**src/rtl/regfile_pkg.sv**
```systemverilog
// regfile_pkg: constants and types shared by the 5-stage MIPS core.
//   RegAddrBus / RegDataBus  - register address / data types
//   RegNum / RegNumLog2      - architectural register count and its log2
//   ZeroWord / NOPRegAddr    - zero data word and the hard-wired $0 address
//   Write*/Read*/RstEnable   - active levels of the enable and reset strobes
//   commits()                - true when a writeback actually changes state
package regfile_pkg;

    localparam int RegNum     = 32;
    localparam int RegNumLog2 = 5;
    localparam int RegAddrW   = 5;
    localparam int RegDataW   = 32;

    typedef logic [RegAddrW-1:0] RegAddrBus;
    typedef logic [RegDataW-1:0] RegDataBus;

    localparam RegDataBus ZeroWord   = '0;
    localparam RegAddrBus NOPRegAddr = '0;

    localparam logic WriteEnable  = 1'b1;
    localparam logic WriteDisable = 1'b0;
    localparam logic ReadEnable   = 1'b1;
    localparam logic ReadDisable  = 1'b0;
    localparam logic RstEnable    = 1'b1;

    // A writeback commits only when enabled and not aimed at $0; this one
    // rule drives both the array write and the retired-write counter.
    function automatic logic commits(input logic we, input RegAddrBus addr);
        return (we == WriteEnable) && (addr != NOPRegAddr);
    endfunction

endpackage

```
**src/rtl/regfile_rdport.sv**
```systemverilog
// regfile_rdport: one decode-stage read port of the register file.
//   rst             in   reset, forces the port to zero
//   re / raddr      in   port enable and register address
//   wb_wreg_enable  in   writeback enable for the bypass compare
//   wb_wreg_addr    in   writeback destination for the bypass compare
//   wb_wdata        in   writeback data, forwarded on an address hit
//   stored          in   committed array value at raddr
//   rdata           out  read data, combinational
module regfile_rdport
    import regfile_pkg::*;
(
    input  logic      rst,
    input  logic      re,
    input  RegAddrBus raddr,
    input  logic      wb_wreg_enable,
    input  RegAddrBus wb_wreg_addr,
    input  RegDataBus wb_wdata,
    input  RegDataBus stored,
    output RegDataBus rdata
);

    // The $0 check precedes the bypass, so a writeback aimed at $0 can never
    // leak onto the port even though it would match the address.
    always_comb begin
        rdata = ZeroWord;
        if (rst == RstEnable) begin
            rdata = ZeroWord;
        end else if (re == ReadDisable) begin
            rdata = ZeroWord;
        end else if (raddr == NOPRegAddr) begin
            rdata = ZeroWord;
        end else if ((wb_wreg_enable == WriteEnable) && (wb_wreg_addr == raddr)) begin
            // Same-cycle forwarding closes the WB->ID hazard without a stall.
            rdata = wb_wdata;
        end else begin
            rdata = stored;
        end
    end

endmodule

```
**src/rtl/regfile.sv**
```systemverilog
// regfile: 32 x 32 general-purpose register file of the 5-stage MIPS core.
//   clk, rst                    clock and synchronous active-high reset
//   wb_wreg_enable/addr, wb_wdata  writeback port from MEM/WB
//   re1/raddr1 -> rdata1        decode read port 1 (bypassed, combinational)
//   re2/raddr2 -> rdata2        decode read port 2 (bypassed, combinational)
//   dbg_raddr -> dbg_rdata      debug read of committed state (no bypass)
//   wr_count                    number of committed writes, wraps at 2^32
module regfile
    import regfile_pkg::*;
(
    input  logic      clk,
    input  logic      rst,
    input  logic      wb_wreg_enable,
    input  RegAddrBus wb_wreg_addr,
    input  RegDataBus wb_wdata,
    input  logic      re1,
    input  RegAddrBus raddr1,
    output RegDataBus rdata1,
    input  logic      re2,
    input  RegAddrBus raddr2,
    output RegDataBus rdata2,
    input  RegAddrBus dbg_raddr,
    output RegDataBus dbg_rdata,
    output RegDataBus wr_count
);

    // $0 has no storage; every lookup guards address 0 before indexing.
    RegDataBus regs [1:RegNum-1];
    RegDataBus count;
    RegDataBus stored1;
    RegDataBus stored2;

    function automatic RegDataBus lookup(input RegAddrBus addr);
        RegDataBus value;
        value = ZeroWord;
        if (addr != NOPRegAddr) begin
            value = regs[addr];
        end
        return value;
    endfunction

    // Reset wins over a coincident writeback, so no partial write survives.
    always_ff @(posedge clk) begin
        if (rst == RstEnable) begin
            for (int i = 1; i < RegNum; i++) begin
                regs[i] <= ZeroWord;
            end
            count <= ZeroWord;
        end else if (commits(wb_wreg_enable, wb_wreg_addr)) begin
            regs[wb_wreg_addr] <= wb_wdata;
            count              <= count + 32'd1;
        end
    end

    assign stored1 = lookup(raddr1);
    assign stored2 = lookup(raddr2);

    regfile_rdport u_rdport1 (
        .rst            (rst),
        .re             (re1),
        .raddr          (raddr1),
        .wb_wreg_enable (wb_wreg_enable),
        .wb_wreg_addr   (wb_wreg_addr),
        .wb_wdata       (wb_wdata),
        .stored         (stored1),
        .rdata          (rdata1)
    );

    regfile_rdport u_rdport2 (
        .rst            (rst),
        .re             (re2),
        .raddr          (raddr2),
        .wb_wreg_enable (wb_wreg_enable),
        .wb_wreg_addr   (wb_wreg_addr),
        .wb_wdata       (wb_wdata),
        .stored         (stored2),
        .rdata          (rdata2)
    );

    // The debug port deliberately skips the bypass: it shows committed state.
    assign dbg_rdata = (rst == RstEnable) ? ZeroWord : lookup(dbg_raddr);
    assign wr_count  = count;

endmodule

```
**config.mk**
```make
export PLATFORM = sky130hd
export DESIGN_NAME = regfile
export DESIGN_NICKNAME = d
export VERILOG_FILES = /design/src/rtl/regfile_pkg.sv /design/src/rtl/regfile_rdport.sv /design/src/rtl/regfile.sv
export SDC_FILE = /design/constraint.sdc
export NUM_CORES = 2
export LEC_CHECK = 0
export BUFFER_PORTS_ARGS = -buffer_cell sky130_fd_sc_hd__buf_2
export CAP_MARGIN = 20
export CORE_MARGIN = 1.5
export CORE_UTILIZATION = 40
export CTS_BUF_LIST = sky130_fd_sc_hd__clkbuf_16
export DETAILED_ROUTE_END_ITERATION = 10
export GPL_TIMING_DRIVEN = 0
export PLACE_DENSITY_LB_ADDON = 0.08
export SYNTH_ARGS = -nofsm -noshare
export SYNTH_HDL_FRONTEND = slang
export SYNTH_SLANG_ARGS = --single-unit
```
**constraint.sdc**
```tcl
create_clock -name clk -period 12.3 [get_ports clk]
set_clock_uncertainty 0.15 [all_clocks]
set_input_delay 1.845 -clock clk [delete_from_list [all_inputs] [get_ports clk]]
set_output_delay 1.845 -clock clk [all_outputs]
set_load 0.03 [all_outputs]
```
# After elaboration in Yosys (flattened, before gate mapping)

Memories as Yosys holds them, arrays and structs flattened.
Cells that the tools add are included.

Register bits: 32
Bits in writable memories: 992
Input bits: 57
Output and inout bits: 128
Logic and storage cells: 35
Memories kept: 1

Memories:

| memory | depth | bits a word | read ports | clocked after Yosys merged registers in | wr ports | RTL line      | RTL |
|---|---|---|---|---|---|---|---|
| regs   | 31    | 32          | 3          | 0                                       | 31       | regfile.sv:28 | `RegDataBus regs [1:RegNum-1];` |

Add/subtract/negate cells: 1
Equality and inequality tests: 2
Muxes and demuxes: 20
Reduce and logical (&&, ||, !) cells: 10

Operators with widths:

| cell                                           | number |
|---|---|
| 2-to-1 mux 32 bit                              | 13 |
| adder 32 x 1 -> 32 bit (second input constant) | 1 |
| OR reduction 32 bit                            | 1 |
| nonzero test 5 bit                             | 4 |
| == test 5 bit                                  | 2 |
| zero test 5 bit                                | 2 |
| 2-to-1 mux 1 bit                               | 6 |
| 2-to-1 mux 5 bit                               | 1 |
| logical AND 1 bit                              | 3 |

# Logic depth before layout (Yosys ltp)

Word-level depth: 7
Depth in mapped cells: 9
Depth with buffers taken out: 5

# Hierarchy

A second synthesis with hierarchy kept.

Cell total of the unflattened synthesis: 4579
Area, all modules: 65301.4 sq um

Modules (own cells, without submodules):

| module         | instances | cells each | area an instance (sq um) | seq. area each (sq um) |
|---|---|---|---|---|
| regfile        | 1         | 4331       | 63992.6                  | 31390.1 |
| regfile_rdport | 2         | 124        | 654.4                    | 0.0 |

# Least setup slack after synthesis

No wires, ideal clock.

Kind: input -> register
From: input wb_wreg_addr[2]
To: memory regs[20][0] (netlist bit), enable pin
Library setup time: 0.466 ns
Data arrival time: 5.127 ns
Required time: 11.684 ns
Setup slack: 6.558 ns
Cell stages on the path: 7
Path buffers: 3
Cells stage by stage: buf_4 > or3_4 > buf_6 > o21ai_2 > or3_4 > buf_4 > o21ai_0

RTL lines:

| element     | RTL line      | RTL |
|---|---|---|
| from (decl) | regfile.sv:14 | `input RegAddrBus wb_wreg_addr,` |
| to (decl)   | regfile.sv:28 |  |

# Final worst setup path

From: input raddr1[1]
To: output rdata1[15]

Longest elaborated chain between the ends: 6
Elaborated cells on any way between the ends: 10
Those cells by class: eq/ne: 1; mux: 5; reduce/logical: 3; memory: 1

RTL lines:

| element                                                | RTL line                            | RTL |
|---|---|---|
| from (decl)                                            | regfile.sv:17                       | `input RegAddrBus raddr1,` |
| memory read (31 x 32 bit) (tied with other cells)      | n/a                                 |  |
| 2-to-1 mux 32 bit or logical AND 1 bit (tied branches) | regfile.sv:36, regfile_rdport.sv:32 |  |
| 2-to-1 mux 32 bit                                      | regfile_rdport.sv:32                | `end else if ((wb_wreg_enable == WriteEnable) && (wb_wreg_addr == raddr)) begin` |
| 2-to-1 mux 32 bit *                                    | regfile_rdport.sv:30                | `end else if (raddr == NOPRegAddr) begin` |
| 2-to-1 mux 32 bit *                                    | regfile_rdport.sv:28                | `end else if (re == ReadDisable) begin` |
| 2-to-1 mux 32 bit *                                    | regfile_rdport.sv:26                | `if (rst == RstEnable) begin` |
| to (decl)                                              | regfile.sv:18                       | `output RegDataBus rdata1,` |

Every way passes the cells marked *; elsewhere a longest branch is shown, timed or not.

==> results.md <==
Timing:
- The final number of hold-violating endpoints is 0.
- The total of endpoints with negative setup slack in the final report is 0.
- Derived from the worst setup path, the maximum achievable clock frequency is roughly 120 MHz.
- The max-slew violation count is 0.
- The minimum clock period after layout is 8.31 ns.
- The total negative setup slack is 0 ns.
- The max-slew headroom at the worst pin is 0.0915.
- Setup repair after global routing left no endpoint under its margin.
- The actual slew at the worst max-slew pin is about 1.4 ns.
- Of the available clock period, the critical path in the final layout requires 0.676.

Routing:
- The via total after detailed routing is about 48k.
- Before antenna repair, the detailed router went through 8 iterations.
- In this run the remaining antenna-violating nets after routing total 0.
- After detailed routing, the average wire length per cell comes to 42.6 µm.
- The detail-routed via count per cell is approximately 6.6.
- After detailed routing, the number of remaining DRC violations is 0.
- After the first detailed-routing iteration, the DRC count stood at ~7.4k.
- The detailed-route wire length is roughly 310 mm.

Global routing:
- The number of global-route vias before repair is ~46k.
- The final global-route overflow total is 0.
- The initial antenna violation count was 31.
- Entering global routing, the biggest net connects 23 pins.
- The wire length of the first global-routing pass is around 400 mm.
- In the global route stage, overall resource usage came out at 0.376.

Setup path:
- For this design, the slowest cell found on the critical path is clkbuf_1.
- The kind of capture point of the worst setup path is an output pin.
- The cell class contributing the biggest share of worst-path delay is buffers and inverters.
- The worst setup path category is input port to output pin.
- The number of buffers and inverters on the critical path is 6.
- The stage delay of the slowest cell on the critical path is around 0.96 ns.
- The signal on the critical path passes through buf_2, buf_2, buf_2, buf_2, clkbuf_1, a211oi_1, a311oi_1, a211o_1, buf_2.
- The worst path arrival time is about 6.3 ns.
- The required time reported for the critical path endpoint is roughly 10 ns.
- The dominant cell type by count on the critical path is buf_2.
- Across all register-to-register paths, the minimum setup slack is 9.98 ns.
- STA classifies the critical path startpoint as an input port.
- In this run the worst path has a maximum fanout of 10.

CTS:
- The number of hold buffers added after CTS is 0.
- The CTS tree is done.
- The clock latency at the later pin of the worst-skew pair is 0.78 ns.
- No sink is reached through more buffers than the 3 on the longest clock path.
- The total number of H-tree levels is 4.
- Once the clock tree was built, the setup fixing pass inserted 0 buffers.
- The clock tree root driver cell is clkbuf_16.
- The number of buffers created by CTS is about 130.
- Post-CTS repair changed the size of 0 cells.
- The clock input transition at the sequential cells of the worst setup and hold paths is ~0.060 ns.
- The clock drives around 1.1k sinks.

Die:
- The core box area is about 160000 µm².
- around 190 I/O pins were placed.
- The die area is 165000 µm².
- The die height is 406 µm.
- The effective utilization at floorplan is 0.404.
- The initialized floorplan defines 147 standard-cell rows.
- In this run the horizontal extent of the chip is 406 µm.

Finish:
- The utilization after layout is 0.466.
- In the final layout, the share of cells above drive strength 1 is 0.273.
- Fill cells in the final layout number roughly 14k.
- The synthesis-to-layout area growth is 15.2%.
- The final layout contains 5089 nets.
- For this run, the number of standard cells in the final layout without fillers is 7305.

Synthesis:
- The number of different library cells in the post-synthesis netlist is 54.
- The synthesis warning total is 0.
- A synthesized cell averages 14.1 µm².
- The dominant register cell in the synthesized netlist is edfxtp_1.
- Of all flip-flops after synthesis, the portion carrying an async set or reset was 0.
- Yosys mapped a number of flops with a built-in enable equal to a little over 1k.
- The number of flip-flops and latches in the synthesized netlist is about 1.1k.
- The netlist area before placement is between 60000 and 70000 µm².
- Synthesis produced roughly 4.6k cells.
- Of the synthesized area, sequential elements account for 0.483.

Power and ir drop:
- Across the VDD grid, the largest voltage drop is between 0.15 and 0.2 mV.
- The power density over cell area is 132 nW/µm².
- The static power due to leakage is around 0.026 µW.

Placement:
- The sum of net half-perimeters after detailed placement is 240 mm.
- Routability-driven placement finished with a final weighted congestion of 1.04.
- The total instance count after detailed placement is 7053.
- Buffers placed on the I/O ports in this run total approximately 170.

Hold path:
- The class of the tightest hold or removal check is flip-flop to flip-flop.

Outcome:
- The flow ran to the end, and the final reports show no timing, DRC or antenna violations.

Run:
- Across the run, the number of max-cap violations was 0.
[worst paths after layout]
check                    start      endpoint  cells after the start
setup / recovery     raddr1[1]    rdata1[15]                      9
hold / removal    wr_count[31]  wr_count[31]                      2
hold reg to reg   wr_count[31]  wr_count[31]                      2
setup reg to reg  wr_count[10]  wr_count[28]                      5
[area by class of cell]
cell class                 count  area [µm²]  share of cell area
clock inverter                95         639             0.00853
inverter                      43         161             0.00215
buffer                       514        2180              0.0291
multi-input combinational   3028       31800               0.424
antenna                       14        35.0            0.000468
tap                         2160        2700              0.0361
sequential                  1056       31400               0.419
timing repair buffer         256        2580              0.0344
clock buffer                 139        3480              0.0464
[synthesized netlist by cell type (6+ instances only)]
library cell / n / area, µm²
edfxtp_1: 1024 / 30700
and2_1: 994 / 6220
mux4_2: 673 / 15200
clkbuf_1: 346 / 1300
mux2i_1: 255 / 2550
nor2_1: 157 / 589
buf_2: 132 / 661
a21oi_1: 121 / 606
mux2_2: 98 / 1100
o22ai_1: 96 / 601
a211oi_1: 81 / 608
o21ai_0: 70 / 350
a221o_1: 64 / 641
a221oi_1: 63 / 552
a22oi_1: 61 / 458
nor2b_1: 53 / 332
inv_1: 42 / 158
a211o_1: 33 / 289
nand2_1: 33 / 124
dfxtp_1: 32 / 641
xnor2_1: 23 / 201
buf_1: 21 / 78.8
nand2b_1: 19 / 119
a311oi_1: 17 / 149
nor4_1: 11 / 68.8
buf_4: 10 / 75.1
nand3_1: 10 / 50.1
or3_1: 7 / 43.8
xor2_1: 7 / 61.3
nand3b_1: 6 / 45.0
nor3_1: 6 / 30.0
[cell families after synthesis]
group / share of synthesized area
AND/OR/NAND/NOR: 0.120
flip-flops: 0.483
multiplexers: 0.289
AO/OA/AOI/OAI: 0.0674
buffers and inverters: 0.0358
XOR/XNOR: 0.00404
adder cells (fa/ha/maj): 0.000192
other: 0.0000577
[metal layers]
| layer | global-route usage | routed length (µm) |
|---|---|---|
| met1 | 0.496 | 119000 |
| met2 | 0.549 | 134000 |
| met3 | 0.0758 | 30000 |
| met4 | 0.276 | 27700 |
| met5 | 0 | 47 |
[where the power goes]
| part | switching [µW] | total (µW) | internal [µW] |
|---|---|---|---|
| sequential | 149 | 4290 | 4140 |
| clock | 1640 | 3860 | 2210 |
| combinational | 1100 | 1770 | 662 |
[state kept, by name (all words and copies together) (netlist names)]
signal	cells
regs	1024
wr_count	32
[placed cells by master (no fill, tap or decap), types with 29 or more instances in the layout]
cell	instances
nor2b_1	53
conb_1	32
o21ai_4	31
mux4_2	673
mux2i_1	255
inv_1	72
mux2_2	98
nand2_1	33
dfxtp_1	32
clkbuf_16	139
a211oi_1	81
a22oi_1	61
clkbuf_1	339
a221oi_1	63
o22ai_1	96
buf_2	310
buf_16	33
and2_1	994
a211o_1	33
edfxtp_1	1024
a221o_1	64
clkinv_1	29
nor2_1	157
a21oi_1	121
o21ai_0	39
[stage by stage]
| step | instance area [µm²] | setup slack, ns | power, µW | hold WS, ns |
|---|---|---|---|---|
| final | 74900 | 3.99 | 9910 | 0.358 |
| after global routing | 74900 | 4.18 | 10100 | 0.377 |
| after CTS | 74900 | 4.32 | 9870 | 0.357 |
| after detailed placement | 70700 | 4.31 | 6080 | 0.348 |
| after global placement | 68700 | 2.44 | 6030 | 0.332 |
| after floorplan | 65100 | 6.56 | 5270 | 0.453 |
[worst reg2reg max path: stages, from the launching register on]
cell and delay (ns):
dfxtp_1 0.43, and4_1 0.30, nand3_2 0.23, or3_4 0.47
or4_1 0.51, a21oi_1 0.16
(Power assumes the default switching activity.)
